### config.mk
export PLATFORM = sky130hd
export DESIGN_NAME = exec_unit
export DESIGN_NICKNAME = d
export VERILOG_FILES = /design/src/rtl/cpu_pkg.sv /design/src/rtl/iter_unit.sv /design/src/rtl/exec_unit.sv
export SDC_FILE = /design/constraint.sdc
export NUM_CORES = 1
export LEC_CHECK = 0
export BUFFER_PORTS_ARGS = -buffer_cell sky130_fd_sc_hd__buf_2
export CAP_MARGIN = 20
export CORE_MARGIN = 8
export CORE_UTILIZATION = 43
export DETAILED_ROUTE_END_ITERATION = 6
export SLEW_MARGIN = 20
export SYNTH_ARGS = -nofsm -noshare
export SYNTH_HDL_FRONTEND = slang
export SYNTH_SLANG_ARGS = --single-unit
### constraint.sdc
create_clock -name Clk -period 3.05 [get_ports Clk]
set_input_delay 0.305 -clock Clk [delete_from_list [all_inputs] [get_ports Clk]]
set_output_delay 0.305 -clock Clk [all_outputs]
set_load 0.05 [all_outputs]
### src/rtl/cpu_pkg.sv
// Shared types and default widths for the register-file datapath:
// opcodes, execute-stage FSM states and the W/A defaults.
package cpu_pkg;

    localparam int W_DEF = 8;
    localparam int A_DEF = 2;

    typedef enum logic [2:0] {
        OP_ADD = 3'd0,
        OP_SUB = 3'd1,
        OP_AND = 3'd2,
        OP_OR  = 3'd3,
        OP_XOR = 3'd4,
        OP_SHL = 3'd5,
        OP_SHR = 3'd6,
        OP_MUL = 3'd7
    } op_t;

    typedef enum logic [1:0] {
        IDLE  = 2'd0,
        SHIFT = 2'd1,
        MUL   = 2'd2,
        WB    = 2'd3
    } state_t;

endpackage

### src/rtl/iter_unit.sv
// Multi-cycle datapath for the execute stage: 1-bit-per-cycle shifter and
// W-iteration shift-add multiplier sharing one down-counter.
module iter_unit
    import cpu_pkg::*;
#(
    parameter int W = W_DEF
) (
    input  logic         clk,
    input  logic         rst_n,
    input  logic         start,
    input  op_t          op,
    input  logic [W-1:0] a,
    input  logic [W-1:0] b,
    output logic         done,
    output logic [W-1:0] result,
    output logic         carry
);

    localparam int CNT_W = $clog2(W + 1);
    localparam int SH_W  = $clog2(W);

    logic [CNT_W-1:0] cnt;
    logic             is_mul;
    logic             left;
    logic [W-1:0]     sreg;
    logic [W-1:0]     mcand;
    logic [2*W-1:0]   prod;

    logic [W-1:0]     sreg_nx;
    logic             shift_c;
    logic [W:0]       sum;
    logic [2*W-1:0]   prod_nx;

    // prod holds {partial product, remaining multiplier bits}; each step adds
    // the multiplicand to the upper half when the current multiplier LSB is set.
    always_comb begin
        sum     = {1'b0, prod[2*W-1:W]} + {1'b0, (prod[0] ? mcand : {W{1'b0}})};
        prod_nx = {sum, prod[W-1:1]};
        if (left) begin
            sreg_nx = {sreg[W-2:0], 1'b0};
            shift_c = sreg[W-1];
        end else begin
            sreg_nx = {1'b0, sreg[W-1:1]};
            shift_c = sreg[0];
        end
    end

    // done marks the final step; result/carry are that step's outcome so the
    // caller can capture them on the same edge.
    assign done   = (cnt == CNT_W'(1));
    assign result = is_mul ? prod_nx[W-1:0] : sreg_nx;
    assign carry  = is_mul ? (prod_nx[2*W-1:W] != {W{1'b0}}) : shift_c;

    always_ff @(posedge clk or negedge rst_n) begin
        if (!rst_n) begin
            cnt    <= '0;
            is_mul <= 1'b0;
            left   <= 1'b0;
            sreg   <= '0;
            mcand  <= '0;
            prod   <= '0;
        end else if (start) begin
            is_mul <= (op == OP_MUL);
            left   <= (op == OP_SHL);
            cnt    <= (op == OP_MUL) ? CNT_W'(W) : CNT_W'(b[SH_W-1:0]);
            sreg   <= a;
            mcand  <= a;
            prod   <= {{W{1'b0}}, b};
        end else if (cnt != '0) begin
            cnt  <= cnt - CNT_W'(1);
            sreg <= sreg_nx;
            prod <= prod_nx;
        end
    end

endmodule

### src/rtl/exec_unit.sv
// 8-bit execute stage: accepts one op per handshake, computes via the
// single-cycle ALU or iter_unit, and emits a one-cycle register write-back.
module exec_unit
    import cpu_pkg::*;
#(
    parameter int W = W_DEF,
    parameter int A = A_DEF
) (
    input  logic         Clk,
    input  logic         Reset_n,
    input  logic         InValid,
    output logic         InReady,
    input  op_t          Op,
    input  logic [W-1:0] OperandA,
    input  logic [W-1:0] OperandB,
    input  logic [A-1:0] Dest,
    output logic         WriteEn,
    output logic [A-1:0] Waddr,
    output logic [W-1:0] DataIn,
    output logic         Carry,
    output logic         Zero,
    output logic         Busy,
    output state_t       DbgState
);

    localparam int SH_W = $clog2(W);

    state_t       state_q;
    state_t       state_d;
    logic         accept;
    logic         iter_start;
    logic         iter_done;
    logic         iter_carry;
    logic [W-1:0] iter_result;
    logic         shift_nonzero;
    logic [W:0]   wide;
    logic [W-1:0] alu_res;
    logic         alu_c;
    logic         pend_c;
    logic [A-1:0] dest_q;

    // Handshake: a transfer happens on the rising edge where InValid && InReady.
    // InReady is decoded from state only; upstream holds InValid and payload
    // stable until that edge, and payload is ignored after it.
    assign InReady  = (state_q == IDLE);
    assign Busy     = (state_q != IDLE);
    assign WriteEn  = (state_q == WB);
    assign DbgState = state_q;
    assign accept   = InValid && InReady;

    assign shift_nonzero = ((Op == OP_SHL) || (Op == OP_SHR)) &&
                           (OperandB[SH_W-1:0] != '0);

    always_comb begin
        wide    = '0;
        alu_res = '0;
        alu_c   = 1'b0;
        case (Op)
            OP_ADD: begin
                wide    = {1'b0, OperandA} + {1'b0, OperandB};
                alu_res = wide[W-1:0];
                alu_c   = wide[W];
            end
            OP_SUB: begin
                wide    = {1'b0, OperandA} - {1'b0, OperandB};
                alu_res = wide[W-1:0];
                alu_c   = ~wide[W];
            end
            OP_AND: alu_res = OperandA & OperandB;
            OP_OR:  alu_res = OperandA | OperandB;
            OP_XOR: alu_res = OperandA ^ OperandB;
            // Only zero-count shifts reach the single-cycle path.
            OP_SHL, OP_SHR: alu_res = OperandA;
            default: alu_res = '0;
        endcase
    end

    always_comb begin
        state_d    = state_q;
        iter_start = 1'b0;
        case (state_q)
            IDLE: begin
                if (InValid) begin
                    if (Op == OP_MUL) begin
                        state_d    = MUL;
                        iter_start = 1'b1;
                    end else if (shift_nonzero) begin
                        state_d    = SHIFT;
                        iter_start = 1'b1;
                    end else begin
                        state_d = WB;
                    end
                end
            end
            SHIFT, MUL: if (iter_done) state_d = WB;
            WB:         state_d = IDLE;
            default:    state_d = IDLE;
        endcase
    end

    always_ff @(posedge Clk or negedge Reset_n) begin
        if (!Reset_n) state_q <= IDLE;
        else          state_q <= state_d;
    end

    always_ff @(posedge Clk or negedge Reset_n) begin
        if (!Reset_n) begin
            dest_q <= '0;
            DataIn <= '0;
            Waddr  <= '0;
            pend_c <= 1'b0;
            Carry  <= 1'b0;
            Zero   <= 1'b0;
        end else begin
            if (accept) dest_q <= Dest;
            if (accept && (state_d == WB)) begin
                DataIn <= alu_res;
                Waddr  <= Dest;
                pend_c <= alu_c;
            end else if (((state_q == SHIFT) || (state_q == MUL)) && iter_done) begin
                DataIn <= iter_result;
                Waddr  <= dest_q;
                pend_c <= iter_carry;
            end
            // Flags commit on the edge leaving WB, from the result being written.
            if (state_q == WB) begin
                Carry <= pend_c;
                Zero  <= (DataIn == '0);
            end
        end
    end

    iter_unit #(.W(W)) u_iter (
        .clk    (Clk),
        .rst_n  (Reset_n),
        .start  (iter_start),
        .op     (Op),
        .a      (OperandA),
        .b      (OperandB),
        .done   (iter_done),
        .result (iter_result),
        .carry  (iter_carry)
    );

endmodule

== Yosys cells after proc, flatten, opt, wreduce, memory -nomap -nowiden ==
Cells that the tools add are included.
W data, S select, Z words.
Operators by class
  $add $sub $neg: 4
  equal/unequal tests: 12
  mux-type cells: 29
  bitwise logic cells: 4
  reduce and logical (&&, ||, !) cells: 17
Operators by type and width (count)
  $mux W8: 7
  $pmux W8 S6: 1
  $mux W16: 2
  $add A8 B8 Y9: 2
  $eq A3 B3 Y1 const B: 4
  $mux W2: 6
  $mux W4: 3
  $sub A8 B8 Y9: 1
  $and A8 B8 Y8: 1
  $logic_not A8 Y1: 1
  $mux W1: 8
  $or A8 B8 Y8: 1
  $reduce_bool A8 Y1: 1
  $xor A8 B8 Y8: 1
  $eq A2 B2 Y1 const B: 3
  $eq A3 B2 Y1 const B: 2
  $pmux W2 S3: 1
  $reduce_bool A2 Y1: 3
  $eq A4 B1 Y1 const B: 1
  $logic_and A1 B1 Y1: 4
  $reduce_bool A4 Y1: 1
  $reduce_or A2 Y1: 2
  $sub A4 B1 Y4 const B: 1
  $eq A3 B1 Y1 const B: 1
  7 further kinds: 8
Storage, ports and cells
  bits in registers: 55
  input port bits: 24
  output and inout port bits: 17

== Logic depth before layout (Yosys ltp) ==
  word-level depth: 10
  mapped depth: 11

== By module ==
Synthesis repeated with hierarchy kept, for this count alone.
Second synthesis, totals
  cells, all modules: 513
  area total of the unflattened synthesis: 4391.7 µm²
Modules (own cells, without submodules)
  iter_unit: instances 1, cells each 242, area an instance 2249.7 µm², sequential area each 950.9 µm²
  exec_unit: instances 1, cells each 271, area an instance 2142.1 µm², sequential area each 425.4 µm²

== Least setup slack after synthesis ==
OpenSTA, ideal clock, no wires.
  kind: register -> register
  from: register u_iter.prod[0]
  to: register pend_c
  library setup time: 0.128 ns
  arrival time: 2.169 ns
  path slack: 0.753 ns
  stages on the path, launching flop included: 10
  path buffers: 0
  cell sequence: dfrtp_1 -> and2_1 -> ha_1 -> fa_1 -> a211oi_1 -> o21bai_1 -> a21oi_1 -> a21oi_1 -> nor3_1 -> a21oi_1
Between the ends
  cells in the longest elaborated chain, start to end: 6
RTL lines
  from (decl): line iter_unit.sv:27  | logic [2*W-1:0] prod;
  from (signal assigned): line iter_unit.sv:68  | prod <= {{W{1'b0}}, b};
  from (signal assigned): line iter_unit.sv:72  | prod <= prod_nx;
  $mux W8: line iter_unit.sv:37  | sum = {1'b0, prod[2*W-1:W]} + {1'b0, (prod[0] ? mcand : {W{1'b0}})};
  $add A8 B8 Y9: line iter_unit.sv:37
  $reduce_bool A8 Y1: line iter_unit.sv:52  | assign carry = is_mul ? (prod_nx[2*W-1:W] != {W{1'b0}}) : shift_c;
  $mux W1: line iter_unit.sv:52
  $mux W1: line exec_unit.sv:120  | end else if (((state_q == SHIFT) || (state_q == MUL)) && iter_done) begin
  $mux W1: line exec_unit.sv:116  | if (accept && (state_d == WB)) begin
  to (signal assigned): line exec_unit.sv:119  | pend_c <= alu_c;
  to (signal assigned): line exec_unit.sv:123  | pend_c <= iter_carry;
  to (decl): line exec_unit.sv:39  | logic pend_c;
Every way passes these cells. The select of a mux whose other input is x is not followed.
A chain may end at the register's enable or synchronous reset.

== Final worst setup path ==
Ends and elaborated chain as after synthesis.

==> run_results.csv <==
group,metric,value,unit
pwr,power_frac_seq,0.336,
logic_synthesis,synth.distinct_cells,58,
clock_network,postCtsHoldBufs,0,
logic_synthesis,synth_edf_count,0,
pwr,p_int,2.05,mW
global_routing,busiest_layer,"met2",
global_routing,grt_usage,0.180,
setup_path,cpMaxStageDelayCell,"dfrtp_1",
pwr,switching_share,0.493,
sta,drv_slew,0,
logic_synthesis,synthCells,533,
clock_network,path_clk_slew,0.11,ns
setup_path,reg2reg_from,"u_iter.prod[0]",
setup_path,worst_path_most_repeated_cell,"a21oi_1",
setup_path,worstPathCellList,"and2_1, ha_1, fa_1, a211oi_1, o21bai_1, a21oi_1, a21oi_1, nor3_1, a21oi_1",
setup_path,max_stage_delay,0.46,ns
place,dp.cells,683,
global_routing,grt_antenna_before_repair,0,
pwr,switchingPower,2.00,mW
pwr,leakagePower,2.20,nW
layout,antenna_cells,0,
setup_path,crit_required,3.25,ns
setup_path,cp_max_fo,9,
floorplanning,ios,41,
floorplanning,core_area,9770,µm²
global_routing,first_global_vias,3704,
global_routing,use_met3,0.0264,
clock_network,root_buffer,"clkbuf_8",
clock_network,post_cts_buffers,0,
global_routing,grt_pass1_wl,19500,µm
route,routed_wl,11600,µm
logic_synthesis,yosysWarningCount,0,
sta,timing.final.crit_share,0.829,
layout,drive_above_1_share,0.138,
sta,worstMarginPinSlew,0.798,ns
worst_hold_path,worstHoldPathType,"in2async",
logic_synthesis,synth_seq_cells,55,
route,drc_errors,0,
clock_network,cts.repair.resized,0,
setup_path,r2r_setup_slack,0.52,ns
logic_synthesis,synthArstFlopShare,1.00,
sta,clock_skew,0.00448,ns
logic_synthesis,syn_area,4330,µm²
logic_synthesis,synth_nets,599,
floorplanning,die_w,116,µm
sta,maxClockFrequency,396,MHz
clock_network,clkSinkCount,55,
route,wl_per_cell,16.8,µm
clock_network,cts_made_buffers,5,
clock_network,cts_tree,"built",
setup_path,crit_path_start_kind,"flop",
global_routing,use_met2,0.271,
route,vias,3869,
global_routing,overflow,0,
layout,nNetsFinal,623,
floorplanning,initial_core_util,0.443,
clock_network,htree_levels,2,
sta,rsz0062_at_grt,"no",
sta,finalSetupViolCount,0,
logic_synthesis,ys_seq_area_frac,0.318,
setup_path,r2r-end,"pend_c",
route,viasPerCell,5.60,
setup_path,crit_family,"compound AO/OA/AOI/OAI gates",
place,portBuffers,40,
route,drtIter0Drc,328,
pwr,pwr-share-clk,0.106,
clock_network,clkLatencyLatePin,0.31,ns
pwr,power_density,863,nW/µm²
setup_path,path_class,"reg2reg",
pwr,power_frac_comb,0.558,
logic_synthesis,synthFlopType,"dfrtp_1",
floorplanning,rows,36,
layout,syn2layout_area_growth,8.47,%
pwr,ir_drop,0.459,mV
global_routing,grt_util_met1,0.265,
place,routabilityCongestion,0.909,
global_routing,grt_max_degree,38,
route,first_pass_iters,7,
clock_network,clock_path_buffers,2,
setup_path,crit_buf_inv,0,
sta,period_minus_slack,2.53,ns
floorplanning,die-area,13500,µm²
place,dp_hpwl,9020,µm
setup_path,r2r_cells,9,
sta,tns,0,ns
route,antenna_left,0,
floorplanning,die_h,116,µm
sta,final_hold_viol_count,0,
setup_path,crit_path_end_kind,"flop",
status,status,"completed",
layout,final_cells,691,
setup_path,crit_arrival,2.72,ns
run,maxCapViolCount,0,
logic_synthesis,avgSynthCellArea,8.12,µm²
sta,slew_headroom,0.468,
## kinds of logic (layout without fill, tap and decap cells)
kind of cell,after synthesis,in the layout,synth area share
xor+xnor,14,14,0.0283
mux,23,23,0.0546
buf+inv,63,88,0.0627
flops,55,55,0.318
compound gates,151,151,0.219
fa+ha+maj,42,42,0.127
simple gates,185,185,0.190
## through the flow
step | hold WS, ns | utilization | cell area, µm² | power, mW | setup WS (ns)
2_1_floorplan | 0.00941 | - | 4330 | 3.08 | 0.753
3_3_place_gp | 0.439 | 0.471 | 4600 | 3.61 | 0.552
3_5_place_dp | 0.441 | 0.471 | 4600 | 3.65 | 0.511
4_1_cts | 0.0989 | 0.480 | 4700 | 4.08 | 0.518
5_1_grt | 0.136 | 0.480 | 4700 | 4.41 | 0.288
6_report | 0.0709 | 0.480 | 4700 | 4.05 | 0.522
## worst reg2reg max path, stage by stage, from the launching register on
cell and delay (ns):
dfrtp_1 0.46, and2_1 0.17, ha_1 0.23, fa_1 0.45, a211oi_1 0.26, o21bai_1 0.11
a21oi_1 0.31, a21oi_1 0.12, nor3_1 0.21, a21oi_1 0.09
## cell usage in the layout (no fill, tap or decap), drive strengths merged, types with 6 or more instances in the layout
cell type and instances:
o31ai 6, nand2 77, a21oi 59, a211oi 7
dfrtp 55, nor4 7, inv 33, ha 39
nand3 13, o211ai 9, o21ai 34, buf 48
xnor2 9, mux2i 18, and2 10, a31oi 12
nor2 53, nor3 12
## layer usage
layer / vias up / routed length, µm
li1: 1903 / -
met1: 1864 / 5850
met2: 94 / 4990
met3: 8 / 658
met4: 0 / 131
met5: - / 0
## synthesized netlist by cell type, types with 2 or more instances
cell type,instances,share of area
ha_1,39,0.11
a22oi_1,2,0.0035
o21ai_1,5,0.0058
nor2_1,51,0.044
fa_1,3,0.014
nand4_1,3,0.0043
buf_4,3,0.0052
dfrtp_1,55,0.32
buf_2,19,0.022
inv_1,31,0.027
a21oi_1,55,0.064
o31ai_1,5,0.0087
a211oi_1,5,0.0087
o21bai_1,4,0.0069
a31oi_1,12,0.017
o211ai_1,9,0.016
xor2_1,5,0.010
nand2b_1,3,0.0043
nand3_1,12,0.014
and2_1,10,0.014
a211oi_2,2,0.0058
nand2_1,76,0.066
mux2_2,4,0.010
mux2i_1,18,0.042
clkbuf_1,9,0.0078
a21o_1,4,0.0069
a21oi_2,4,0.0081
nor4_1,7,0.010
nor3_1,12,0.014
xnor2_1,9,0.018
o22ai_1,2,0.0029
a221oi_1,2,0.0040
o21ai_0,28,0.032
## registers in the layout, indices dropped and copies added (netlist names)
signal,cells
DataIn,8
Waddr,2
u_iter.left,1
u_iter.cnt,4
u_iter.prod,16
pend_c,1
dest_q,2
u_iter.is_mul,1
DbgState,2
u_iter.mcand,8
Carry,1
u_iter.sreg,8
Zero,1
## power groups by stage
stage	registers [mW]	clock network (mW)	logic (mW)
3_3_place_gp	1.36	0	2.25
6_report	1.36	0.430	2.26
4_1_cts	1.36	0.437	2.27
2_1_floorplan	1.54	0	1.54
5_1_grt	1.42	0.465	2.53
3_5_place_dp	1.38	0	2.27
## worst max-delay path by stage
stage	startpoint	to	cells after the start
after floorplan	u_iter.prod[0]	pend_c	9
after global routing	u_iter.prod[0]	pend_c	9
after CTS	u_iter.prod[0]	pend_c	9
final	u_iter.prod[0]	pend_c	9
after global placement	OperandA[0]	pend_c	10
after detailed placement	OperandA[0]	pend_c	10
## final cells by class
type,instances,area [µm²]
inverter,32,120
fill,994,5080
clock inverter,3,22.5
sequential,55,1380
timing repair buffer,48,260
tap,133,166
multi-input combinational,415,2680
clock buffer,5,68.8
No activity file was read; power rests on OpenSTA's default activity.
